## src/rtl/hamming_encoder_stream_pkg.sv

```systemverilog
// -----------------------------------------------------------------------------
// hamming_pkg
// Shared Hamming(12,8) definitions for the encoder and decoder side of the
// protected image buffer.
//   - DATA_W / CODE_W / STORE_W : byte width, used codeword width, stored width
//   - PARITY_POS / DATA_POS     : codeword bit index of each parity / data bit
//                                 (bit index i corresponds to Hamming position i+1)
//   - P*_MASK                   : data bits covered by each even-parity bit
//   - fifo_entry_t              : one output buffer entry {last, codeword}
//   - hamming_encode12()        : byte -> 12-bit codeword
// -----------------------------------------------------------------------------
package hamming_pkg;

  localparam int DATA_W  = 8;
  localparam int CODE_W  = 12;
  localparam int STORE_W = 16;

  localparam int PARITY_POS [4] = '{0, 1, 3, 7};
  localparam int DATA_POS   [8] = '{2, 4, 5, 6, 8, 9, 10, 11};

  // p0 = d0^d1^d3^d4^d6, p1 = d0^d2^d3^d5^d6, p2 = d1^d2^d3^d7, p3 = d4^d5^d6^d7
  localparam logic [DATA_W-1:0] P0_MASK = 8'h5B;
  localparam logic [DATA_W-1:0] P1_MASK = 8'h6D;
  localparam logic [DATA_W-1:0] P2_MASK = 8'h8E;
  localparam logic [DATA_W-1:0] P3_MASK = 8'hF0;

  typedef logic [STORE_W-1:0] codeword_t;

  typedef struct packed {
    logic      last;
    codeword_t code;
  } fifo_entry_t;

  function automatic logic [CODE_W-1:0] hamming_encode12(input logic [DATA_W-1:0] data);
    logic [CODE_W-1:0] cw;
    logic [3:0]        par;
    cw = '0;
    for (int i = 0; i < DATA_W; i++) begin
      cw[DATA_POS[i]] = data[i];
    end
    par[0] = ^(data & P0_MASK);
    par[1] = ^(data & P1_MASK);
    par[2] = ^(data & P2_MASK);
    par[3] = ^(data & P3_MASK);
    for (int j = 0; j < 4; j++) begin
      cw[PARITY_POS[j]] = par[j];
    end
    return cw;
  endfunction

endpackage

```

## src/rtl/hamming_encoder_stream_if.sv

```systemverilog
// -----------------------------------------------------------------------------
// hamming_encoder_stream_if
// Byte-in / codeword-out stream bundle of the Hamming encoder.
//   in_valid/in_ready/in_data/in_last : input byte handshake plus frame marker
//   inj_en/inj_pos                    : per-byte single-bit fault injection
//   out_valid/out_ready/out_data/out_last : codeword handshake plus frame marker
// master = producer of bytes / consumer of codewords, slave = the encoder.
// -----------------------------------------------------------------------------
interface hamming_encoder_stream_if;

  logic        in_valid;
  logic        in_ready;
  logic [7:0]  in_data;
  logic        in_last;
  logic        inj_en;
  logic [3:0]  inj_pos;
  logic        out_valid;
  logic        out_ready;
  logic [15:0] out_data;
  logic        out_last;

  modport master (
    output in_valid, in_data, in_last, inj_en, inj_pos, out_ready,
    input  in_ready, out_valid, out_data, out_last
  );

  modport slave (
    input  in_valid, in_data, in_last, inj_en, inj_pos, out_ready,
    output in_ready, out_valid, out_data, out_last
  );

endinterface

```

## src/rtl/hamming_encoder_stream_fifo2.sv

```systemverilog
// -----------------------------------------------------------------------------
// hamming_fifo2
// Small synchronous FIFO holding {last, codeword} entries (used with DEPTH=2).
//   clk, rst_n    : clock, asynchronous active-low reset (clears contents)
//   push/push_data: write an entry (ignored when full)
//   pop           : drop the head entry (ignored when empty)
//   head          : current head entry, stable until popped
//   occupancy     : number of stored entries, 0..DEPTH
//   full/empty    : occupancy flags decoded from the occupancy register
// -----------------------------------------------------------------------------
module hamming_fifo2
  import hamming_pkg::*;
#(
  parameter int DEPTH = 2
) (
  input  logic                     clk,
  input  logic                     rst_n,
  input  logic                     push,
  input  fifo_entry_t              push_data,
  input  logic                     pop,
  output fifo_entry_t              head,
  output logic [$clog2(DEPTH):0]   occupancy,
  output logic                     full,
  output logic                     empty
);

  localparam int AW = $clog2(DEPTH);

  fifo_entry_t   mem_reg [DEPTH];
  logic [AW-1:0] wr_ptr_reg;
  logic [AW-1:0] rd_ptr_reg;
  logic [AW:0]   occ_reg;
  logic          do_push;
  logic          do_pop;

  assign full    = (occ_reg == (AW+1)'(DEPTH));
  assign empty   = (occ_reg == '0);
  assign do_push = push && !full;
  assign do_pop  = pop && !empty;

  genvar gi;
  generate
    for (gi = 0; gi < DEPTH; gi++) begin : g_entry
      always_ff @(posedge clk or negedge rst_n) begin
        if (!rst_n) begin
          mem_reg[gi] <= '0;
        end else if (do_push && (wr_ptr_reg == AW'(gi))) begin
          mem_reg[gi] <= push_data;
        end
      end
    end
  endgenerate

  // Pointers wrap naturally because DEPTH is a power of two.
  always_ff @(posedge clk or negedge rst_n) begin
    if (!rst_n) begin
      wr_ptr_reg <= '0;
      rd_ptr_reg <= '0;
      occ_reg    <= '0;
    end else begin
      if (do_push) wr_ptr_reg <= wr_ptr_reg + AW'(1);
      if (do_pop)  rd_ptr_reg <= rd_ptr_reg + AW'(1);
      // Simultaneous push and pop leaves the occupancy unchanged.
      case ({do_push, do_pop})
        2'b10:   occ_reg <= occ_reg + (AW+1)'(1);
        2'b01:   occ_reg <= occ_reg - (AW+1)'(1);
        default: occ_reg <= occ_reg;
      endcase
    end
  end

  assign head      = mem_reg[rd_ptr_reg];
  assign occupancy = occ_reg;

endmodule

```

## src/rtl/hamming_encoder_stream.sv

```systemverilog
// -----------------------------------------------------------------------------
// hamming_encoder_stream
// Streaming Hamming(12,8) encoder: bytes in, 16-bit codewords out ([15:12]=0),
// optional single-bit fault injection, 2-entry output buffer, and a saturating
// count of delivered codewords.
//   clk, rst_n : clock, asynchronous active-low reset
//   stream     : byte/codeword handshake bundle (slave side)
//   cnt_clr    : synchronous clear of word_cnt (wins over an increment)
//   word_cnt   : number of output handshakes, saturating at all-ones
// -----------------------------------------------------------------------------
module hamming_encoder_stream
  import hamming_pkg::*;
#(
  parameter int FIFO_DEPTH = 2,
  parameter int CNT_W      = 16
) (
  input  logic                   clk,
  input  logic                   rst_n,
  hamming_encoder_stream_if.slave stream,
  input  logic                   cnt_clr,
  output logic [CNT_W-1:0]       word_cnt
);

  logic [CODE_W-1:0]           inj_mask;
  logic [CODE_W-1:0]           enc_word;
  fifo_entry_t                 push_entry;
  fifo_entry_t                 head_entry;
  logic [$clog2(FIFO_DEPTH):0] occupancy;
  logic                        fifo_full;
  logic                        fifo_empty;
  logic                        in_fire;
  logic                        out_fire;
  logic [CNT_W-1:0]            word_cnt_reg;

  assign in_fire  = stream.in_valid && stream.in_ready;
  assign out_fire = stream.out_valid && stream.out_ready;

  // Out-of-range injection positions (12..15) leave the codeword untouched,
  // and the upper stored nibble is never reachable by the mask.
  always_comb begin
    inj_mask = '0;
    if (stream.inj_en && (stream.inj_pos <= 4'd11)) begin
      inj_mask = CODE_W'(1) << stream.inj_pos;
    end
  end

  always_comb begin
    enc_word        = hamming_encode12(stream.in_data) ^ inj_mask;
    push_entry.last = stream.in_last;
    push_entry.code = {{(STORE_W-CODE_W){1'b0}}, enc_word};
  end

  hamming_fifo2 #(
    .DEPTH (FIFO_DEPTH)
  ) u_fifo (
    .clk       (clk),
    .rst_n     (rst_n),
    .push      (in_fire),
    .push_data (push_entry),
    .pop       (out_fire),
    .head      (head_entry),
    .occupancy (occupancy),
    .full      (fifo_full),
    .empty     (fifo_empty)
  );

  // in_ready depends only on the stored occupancy, never on out_ready, so a
  // pop from a full buffer opens the input on the following cycle.
  assign stream.in_ready  = !fifo_full;
  assign stream.out_valid = !fifo_empty;
  assign stream.out_data  = head_entry.code;
  assign stream.out_last  = head_entry.last;

  always_ff @(posedge clk or negedge rst_n) begin
    if (!rst_n) begin
      word_cnt_reg <= '0;
    end else if (cnt_clr) begin
      word_cnt_reg <= '0;
    end else if (out_fire && (word_cnt_reg != '1)) begin
      word_cnt_reg <= word_cnt_reg + CNT_W'(1);
    end
  end

  assign word_cnt = word_cnt_reg;

  // Only consumed by the full/empty flags inside the buffer.
  logic unused_occ;
  assign unused_occ = ^occupancy;

endmodule

```

## src/flat_wrapper.sv

```systemverilog
// flat-port wrapper written by rule: the top's interface ports become plain ports
module hamming_encoder_stream_flat import hamming_pkg::*;
#(
  parameter int FIFO_DEPTH = 2,
  parameter int CNT_W      = 16
)
  (clk, rst_n, cnt_clr, word_cnt, stream_in_valid, stream_in_data, stream_in_last, stream_inj_en, stream_inj_pos, stream_out_ready, stream_in_ready, stream_out_valid, stream_out_data, stream_out_last);
  hamming_encoder_stream_if stream_i ();
  input  logic clk;
  input  logic rst_n;
  input  logic cnt_clr;
  output logic [CNT_W-1:0] word_cnt;
  input wire logic [$bits(stream_i.in_valid)-1:0] stream_in_valid;
  input wire logic [$bits(stream_i.in_data)-1:0] stream_in_data;
  input wire logic [$bits(stream_i.in_last)-1:0] stream_in_last;
  input wire logic [$bits(stream_i.inj_en)-1:0] stream_inj_en;
  input wire logic [$bits(stream_i.inj_pos)-1:0] stream_inj_pos;
  input wire logic [$bits(stream_i.out_ready)-1:0] stream_out_ready;
  output wire logic [$bits(stream_i.in_ready)-1:0] stream_in_ready;
  output wire logic [$bits(stream_i.out_valid)-1:0] stream_out_valid;
  output wire logic [$bits(stream_i.out_data)-1:0] stream_out_data;
  output wire logic [$bits(stream_i.out_last)-1:0] stream_out_last;
  assign stream_i.in_valid = stream_in_valid;
  assign stream_i.in_data = stream_in_data;
  assign stream_i.in_last = stream_in_last;
  assign stream_i.inj_en = stream_inj_en;
  assign stream_i.inj_pos = stream_inj_pos;
  assign stream_i.out_ready = stream_out_ready;
  assign stream_in_ready = stream_i.in_ready;
  assign stream_out_valid = stream_i.out_valid;
  assign stream_out_data = stream_i.out_data;
  assign stream_out_last = stream_i.out_last;
  hamming_encoder_stream #(.FIFO_DEPTH(FIFO_DEPTH), .CNT_W(CNT_W)) u_core (.clk(clk), .rst_n(rst_n), .stream(stream_i), .cnt_clr(cnt_clr), .word_cnt(word_cnt));
endmodule
```

## config.mk

```make
export PLATFORM = sky130hd
export DESIGN_NAME = hamming_encoder_stream_flat
export DESIGN_NICKNAME = d
export VERILOG_FILES = /design/src/rtl/hamming_encoder_stream_pkg.sv /design/src/rtl/hamming_encoder_stream_if.sv /design/src/rtl/hamming_encoder_stream_fifo2.sv /design/src/rtl/hamming_encoder_stream.sv /design/src/flat_wrapper.sv
export SDC_FILE = /design/constraint.sdc
export NUM_CORES = 1
export LEC_CHECK = 0
export CORE_MARGIN = 2
export CORE_UTILIZATION = 60
export CTS_CLUSTER_SIZE = 8
export DETAILED_ROUTE_END_ITERATION = 10
export DONT_BUFFER_PORTS = 1
export MAX_ROUTING_LAYER = met4
export PLACE_DENSITY = 0.74
export SKIP_LAST_GASP = 1
export SYNTH_ARGS = -nofsm -noshare
export SYNTH_HDL_FRONTEND = slang
export SYNTH_SLANG_ARGS = --single-unit
```

## constraint.sdc

```tcl
create_clock -name clk -period 3.5 [get_ports clk]
set_input_delay 0.525 -clock clk [delete_from_list [all_inputs] [get_ports clk]]
set_output_delay 0.525 -clock clk [all_outputs]
set_load 0.01 [all_outputs]
```

==> results of run 1 <==
layer usage:
metal	GRT usage	vias to the layer above
li1	-	879
met1	0.3107	840
met2	0.3269	34
met3	0.07143	7
met4	0.08088	0
met5	-	-
worst register-to-register path, cell delays in order (launching register included):
cell,delay [ns]
dfrtp_1,0.46
ha_1,0.27
nand3_1,0.17
nor4_2,0.07
buf_4,0.19
or4b_2,0.63
a21oi_1,0.15
where the power goes:
group	internal [uW]	switching, uW
Clock	210	180
Combinational	288	303
Sequential	709	133
Total	1210	617
cell usage in the layout, fill, tap and decap left out, drive strengths merged, types with 2 or more instances in the layout:
master,netlist,final
dfrtp,46,46
xnor2,25,25
mux2,24,24
nand2,24,24
o21ai,21,21
a21oi,14,14
nor2,13,13
nand3,9,9
o31ai,9,9
or4,7,7
nor3,5,5
or3,5,5
clkbuf,7,5
inv,4,4
nand3b,4,4
conb,1,4
nand2b,3,3
nand4,3,3
or2,2,2
ha,2,2
clkinv,0,2
or4b,2,2
nor4,2,2
buf,7,2
path summary, 6_finish.rpt:
| kind | from | to |
|---|---|---|
| max reg2reg | u_core.word_cnt[0] | u_core.word_cnt[9] |
| min reg2reg | u_core.u_fifo.mem_reg[6] | u_core.u_fifo.mem_reg[6] |
| min | rst_n | u_core.u_fifo.mem_reg[26] |
| min in group clk | cnt_clr | u_core.word_cnt[9] |
| max in group asynchronous | rst_n | u_core.u_fifo.mem_reg[20] |
| max | u_core.word_cnt[0] | u_core.word_cnt[9] |
synth_stat cells (2+ instances only):
| cell | instances | share of area |
|---|---|---|
| a21oi_1 | 14 | 0.028 |
| buf_4 | 5 | 0.015 |
| clkbuf_1 | 7 | 0.010 |
| dfrtp_1 | 46 | 0.46 |
| ha_1 | 2 | 0.0099 |
| inv_1 | 4 | 0.0059 |
| mux2_2 | 24 | 0.11 |
| nand2_1 | 24 | 0.036 |
| nand2b_1 | 3 | 0.0074 |
| nand3_1 | 9 | 0.018 |
| nand3b_1 | 4 | 0.012 |
| nand4_1 | 2 | 0.0049 |
| nor2_1 | 13 | 0.019 |
| nor3_1 | 5 | 0.0099 |
| o21ai_0 | 20 | 0.040 |
| o31ai_1 | 9 | 0.027 |
| or2_2 | 2 | 0.0049 |
| or3_1 | 5 | 0.012 |
| or4_1 | 7 | 0.021 |
| xnor2_1 | 25 | 0.087 |
stage by stage:
stage	cells	cell area [um2]	worst slack, ns	power (uW)	util
finish	298	2674	1.480	1824	0.6637
detailed placement	289	2537	1.509	1442	0.6298
global placement	289	2537	1.538	1418	0.6298
floorplan	252	2540	1.638	1337	-
global route	298	2674	1.345	1957	0.6637
CTS	298	2674	1.454	1849	0.6637
repair_timing:
| action | 4_1_cts | 5_1_grt |
|---|---|---|
| hold buffers | 1 | 0 |
| buffers inserted | 0 | 0 |
| endpoints found under the setup margin | 0 | 0 |
| gates resized for setup | 0 | 0 |
| hold endpoints to repair | 46 | 0 |
logic make-up after synthesis:
kind of cell	Yosys count	share of synthesized area
compound gates	47	0.1074
simple gates	84	0.1856
flops	46	0.4552
mux	24	0.1069
xor+xnor	27	0.09896
other cells	1	0.001483
fa+ha+maj	2	0.009895
buf+inv	18	0.03463
final cells by class:
type | count | area, um2 | share of cell area
multi-input cells | 188 | 1301 | 0.4867
flip-flops and latches | 46 | 1151 | 0.4305
clock buffers | 5 | 68.82 | 0.02574
well taps | 50 | 62.56 | 0.02340
clock inverters | 3 | 40.04 | 0.01497
repair buffers | 2 | 35.03 | 0.01310
inverters | 4 | 15.01 | 0.005615
==> impl_metrics.yaml, run 1 <==
run_status:
  status: "complete, no violations"
final_layout:
  fill_cells: 338
  nNetsFinal: 268
  drive_gt1_frac: 0.1694
  largest_reg_flops: 26
  syn_to_final_growth_pct: 5.740
  diodes: 0
worst_setup_path:
  endpoint_kind: "flip-flop"
  cp.depth: 6
  r2r_cells: 6
  reg2reg_slack_ns: 1.48
  worstPathArrival_ns: 2.26
  worstPathCellList: "ha_1, nand3_1, nor4_2, buf_4, or4b_2, a21oi_1"
  path_max_fanout: 19
  critical_path_required_ns: 3.74
  cp_slowest_cell: "or4b_2"
  start_kind: "flip-flop"
  worstSetupPathType: "reg -> reg"
  critPathTopFamily: "simple AND/OR/NAND/NOR gates"
  worst-path-buf-inv: 1
  max_stage_delay_ns: 0.63
floorplanning:
  die_h_um: 68.92
  die_area_mm2: 0.004750
  coreArea_mm2: 0.004029
  rows: 23
  die_width_um: 68.92
  ios: 54
  initial_utilization: 0.6276
logic_synthesis:
  synth-warning-count: 0
  ys_async_sr_fraction: 1.000
  synth_seq_cells: 46
  synth_edf_count: 0
  ys.flop_type: "dfrtp_1"
  syn_inst: 249
  netlist_area_mm2: 0.002529
  yosysSeqAreaShare: 0.4552
  avgSynthCellArea_um2: 10.16
  yosys.cell_types.count: 39
timing:
  drv_slew: 0
  rsz0062_at_grt: "false"
  period_needed_ns: 2.020
  hold_viol_final: 0
  setup-violations-final: 0
  finClkSkew_ns: 0.004340
  tightest_slew_ns: 0.7957
  tns_ns: 0
  fmax_mhz: 494.9
  fin_crit_sh: 0.5773
  fin_hold_ws_ns: 0.05771
  slew_headroom: 0.4679
drt:
  met2WireLength_um: 2152
  drt_iter0_markers: 119
  met3_length_um: 281
  vias: 1760
  drtAntennaViolNets: 0
  drc: 0
  via_per_inst: 5.906
  wl_um: 4768
  wirelength_met1_um: 2262
  first_pass_iters: 4
  highest_layer: "met4"
  wire_per_inst_um: 16.00
place:
  hpwl_um: 3401
  place.gp.congestion: 0.8103
  portBuffers: 0
global_route:
  grt_pass1_wl_um: 7728
  first_global_vias: 1613
  antenna_found_initial: 0
  grt_start_max_net_pins: 47
  grtUsageTotal: 0.2297
  gr-total-overflow: 0
clock_network:
  numCtsBuffers: 5
  clock_sinks: 46
  htreeDepth: 2
  clk_latency_ns: 0.31
  cts_root_buf: "clkbuf_8"
  cts_buffer_depth: 2
  clk_pin_slew_ns: 0.08
  cts_tree: "built"
min_path:
  hp-class: "in -> async"
flow_run:
  drv_cap: 0
pwr:
  powerDensity_mw_per_mm2: 682.0
  power_leakage_uw: 0.001057
  ir_worst_vdd_uv: 491.4
No activity file was read; power rests on OpenSTA's default activity.
==> run 2, diff against run 1 <==
CORE_UTILIZATION = 57   (was 60)
PLACE_DENSITY = 0.73   (was 0.74)
clock period = 1.85 ns   (was 3.5 ns; I/O delays follow)
==> run 2 against run 1 <==
- die area increased by 4.9%
- sequential power increased by 81%
- via count increased by 11%
- sequential share of layout area decreased by 4.1 points
- clock skew about the same
- fmax increased by 12%
- count of clock-buffer cells in the layout increased by 3
- utilization increased by 2.0 points
- critical path type unchanged
- largest cell class unchanged
- largest power group unchanged
- highest routed layer unchanged
==> impl_metrics.yaml, run 2 (synthesis results as in run 1) <==
final_layout:
  drive_gt1_frac: 0.2811
  largest_reg_flops: 26
  mostFrequentLayoutCell: "dfrtp_1"
  regArea_mm2: 0.001151
  syn_to_final_growth_pct: 16.92
  fill_cells: 348
  multi_input_area_mm2: 0.001330
  nNetsFinal: 301
  final_cell_mix: "dfrtp_1, buf_4, xnor2_1, mux2_2, nand2_1"
  stdcell_count: 333
  diodes: 0
floorplanning:
  ios: 54
  die_width_um: 70.61
  initial_utilization: 0.5848
  die_h_um: 70.61
  coreArea_mm2: 0.004324
  die_area_mm2: 0.004985
  rows: 24
global_route:
  antenna_found_initial: 0
  first_global_vias: 1953
  gr-total-overflow: 0
  grt_pass1_wl_um: 9149
  grtUsageTotal: 0.2397
  grt_start_max_net_pins: 47
drt:
  drc: 0
  via_per_inst: 5.844
  wire_per_inst_um: 16.27
  drtAntennaViolNets: 0
  vias: 1946
  drt_iter0_markers: 109
  first_pass_iters: 4
  wl_um: 5418
worst_setup_path:
  worstSetupPathType: "reg -> reg"
  start_kind: "flip-flop"
  endpoint_kind: "flip-flop"
  worstPathArrival_ns: 2.03
  r2r_cells: 4
  critical_path_required_ns: 2.08
  path_max_fanout: 6
clock_network:
  htreeDepth: 2
  numCtsBuffers: 5
  cts_root_buf: "clkbuf_8"
  clk_latency_ns: 0.29
  cts_tree: "built"
  clk_pin_slew_ns: 0.08
  clock_sinks: 46
  cts_buffer_depth: 2
timing:
  fin_hold_ws_ns: 0.03024
  hold_viol_final: 0
  fmax_mhz: 556.4
  finClkSkew_ns: 0.004161
  tns_ns: 0
  setup-violations-final: 0
  rsz0062_at_grt: "false"
  drv_slew: 0
  period_needed_ns: 1.797
  fin_crit_sh: 0.9714
place:
  placed_cells: 320
  place.gp.congestion: 0.9288
  portBuffers: 0
  hpwl_um: 3975
min_path:
  hp-class: "in -> reg"
  whs_path_depth: 1
run_status:
  status: "complete, no violations"
pwr:
  powerDensity_mw_per_mm2: 1195
  power_leakage_uw: 0.001248
  ir_worst_vdd_uv: 875.8
flow_run:
  drv_cap: 0
==> run 2: routing by layer <==
layer	global-route usage	routed length (um)	vias to the layer above
li1	-	-	943
met4	0.08386	100	0
met1	0.2913	2294	940
met3	0.06410	318	8
met2	0.3899	2704	55
met5	-	0	-
==> run 2: repair_timing <==
action / CTS / global route
endpoints found under the setup margin: 1 / 6
gates resized for setup: 0 / 5
pin swaps: 0 / 1
hold buffers: 2 / 0
buffers inserted: 1 / 2
hold endpoints to repair: 46 / 0
==> run 2: layout make-up <==
class / count / share of cell area
clock buffer: 8 / 0.03724
inverter: 4 / 0.005078
multi-input combinational: 188 / 0.4499
sequential: 46 / 0.3893
tap: 52 / 0.02201
timing repair buffer: 35 / 0.09649
==> run 2: power breakdown <==
group	switching (uW)	internal [uW]	total, uW
clock	332	378	710
combinational	689	618	1310
sequential	176	1340	1520
total	1200	2340	3530
==> run 2: through the flow <==
step,setup slack (ns),area (um2),util,power (uW)
final,0.05282,2957,0.6837,3533
after global routing,0.0007594,2957,0.6837,3765
after CTS,0.02949,2922,0.6756,3566
after detailed placement,0.002926,2766,0.6398,2829
after global placement,0.09950,2766,0.6398,2776
after floorplan,0.02182,2549,-,2530
==> run 2: path summary, 6_finish.rpt <==
kind	from	to	slack, ns
setup / recovery	u_core.word_cnt[3]	u_core.word_cnt[13]	0.05
hold reg to reg	u_core.u_fifo.mem_reg[9]	u_core.u_fifo.mem_reg[9]	0.48
setup reg to reg	u_core.word_cnt[3]	u_core.word_cnt[13]	0.05
max in group asynchronous	rst_n	u_core.u_fifo.mem_reg[8]	1.15
min in group asynchronous	rst_n	u_core.word_cnt[6]	0.50
hold / removal	cnt_clr	u_core.word_cnt[13]	0.03
==> run 2: critical path, stage by stage (launching register included) <==
cell and delay [ns]:
dfrtp_1 0.39, and4_4 0.25, or4b_4 0.51, or4_4 0.44, a21oi_2 0.15
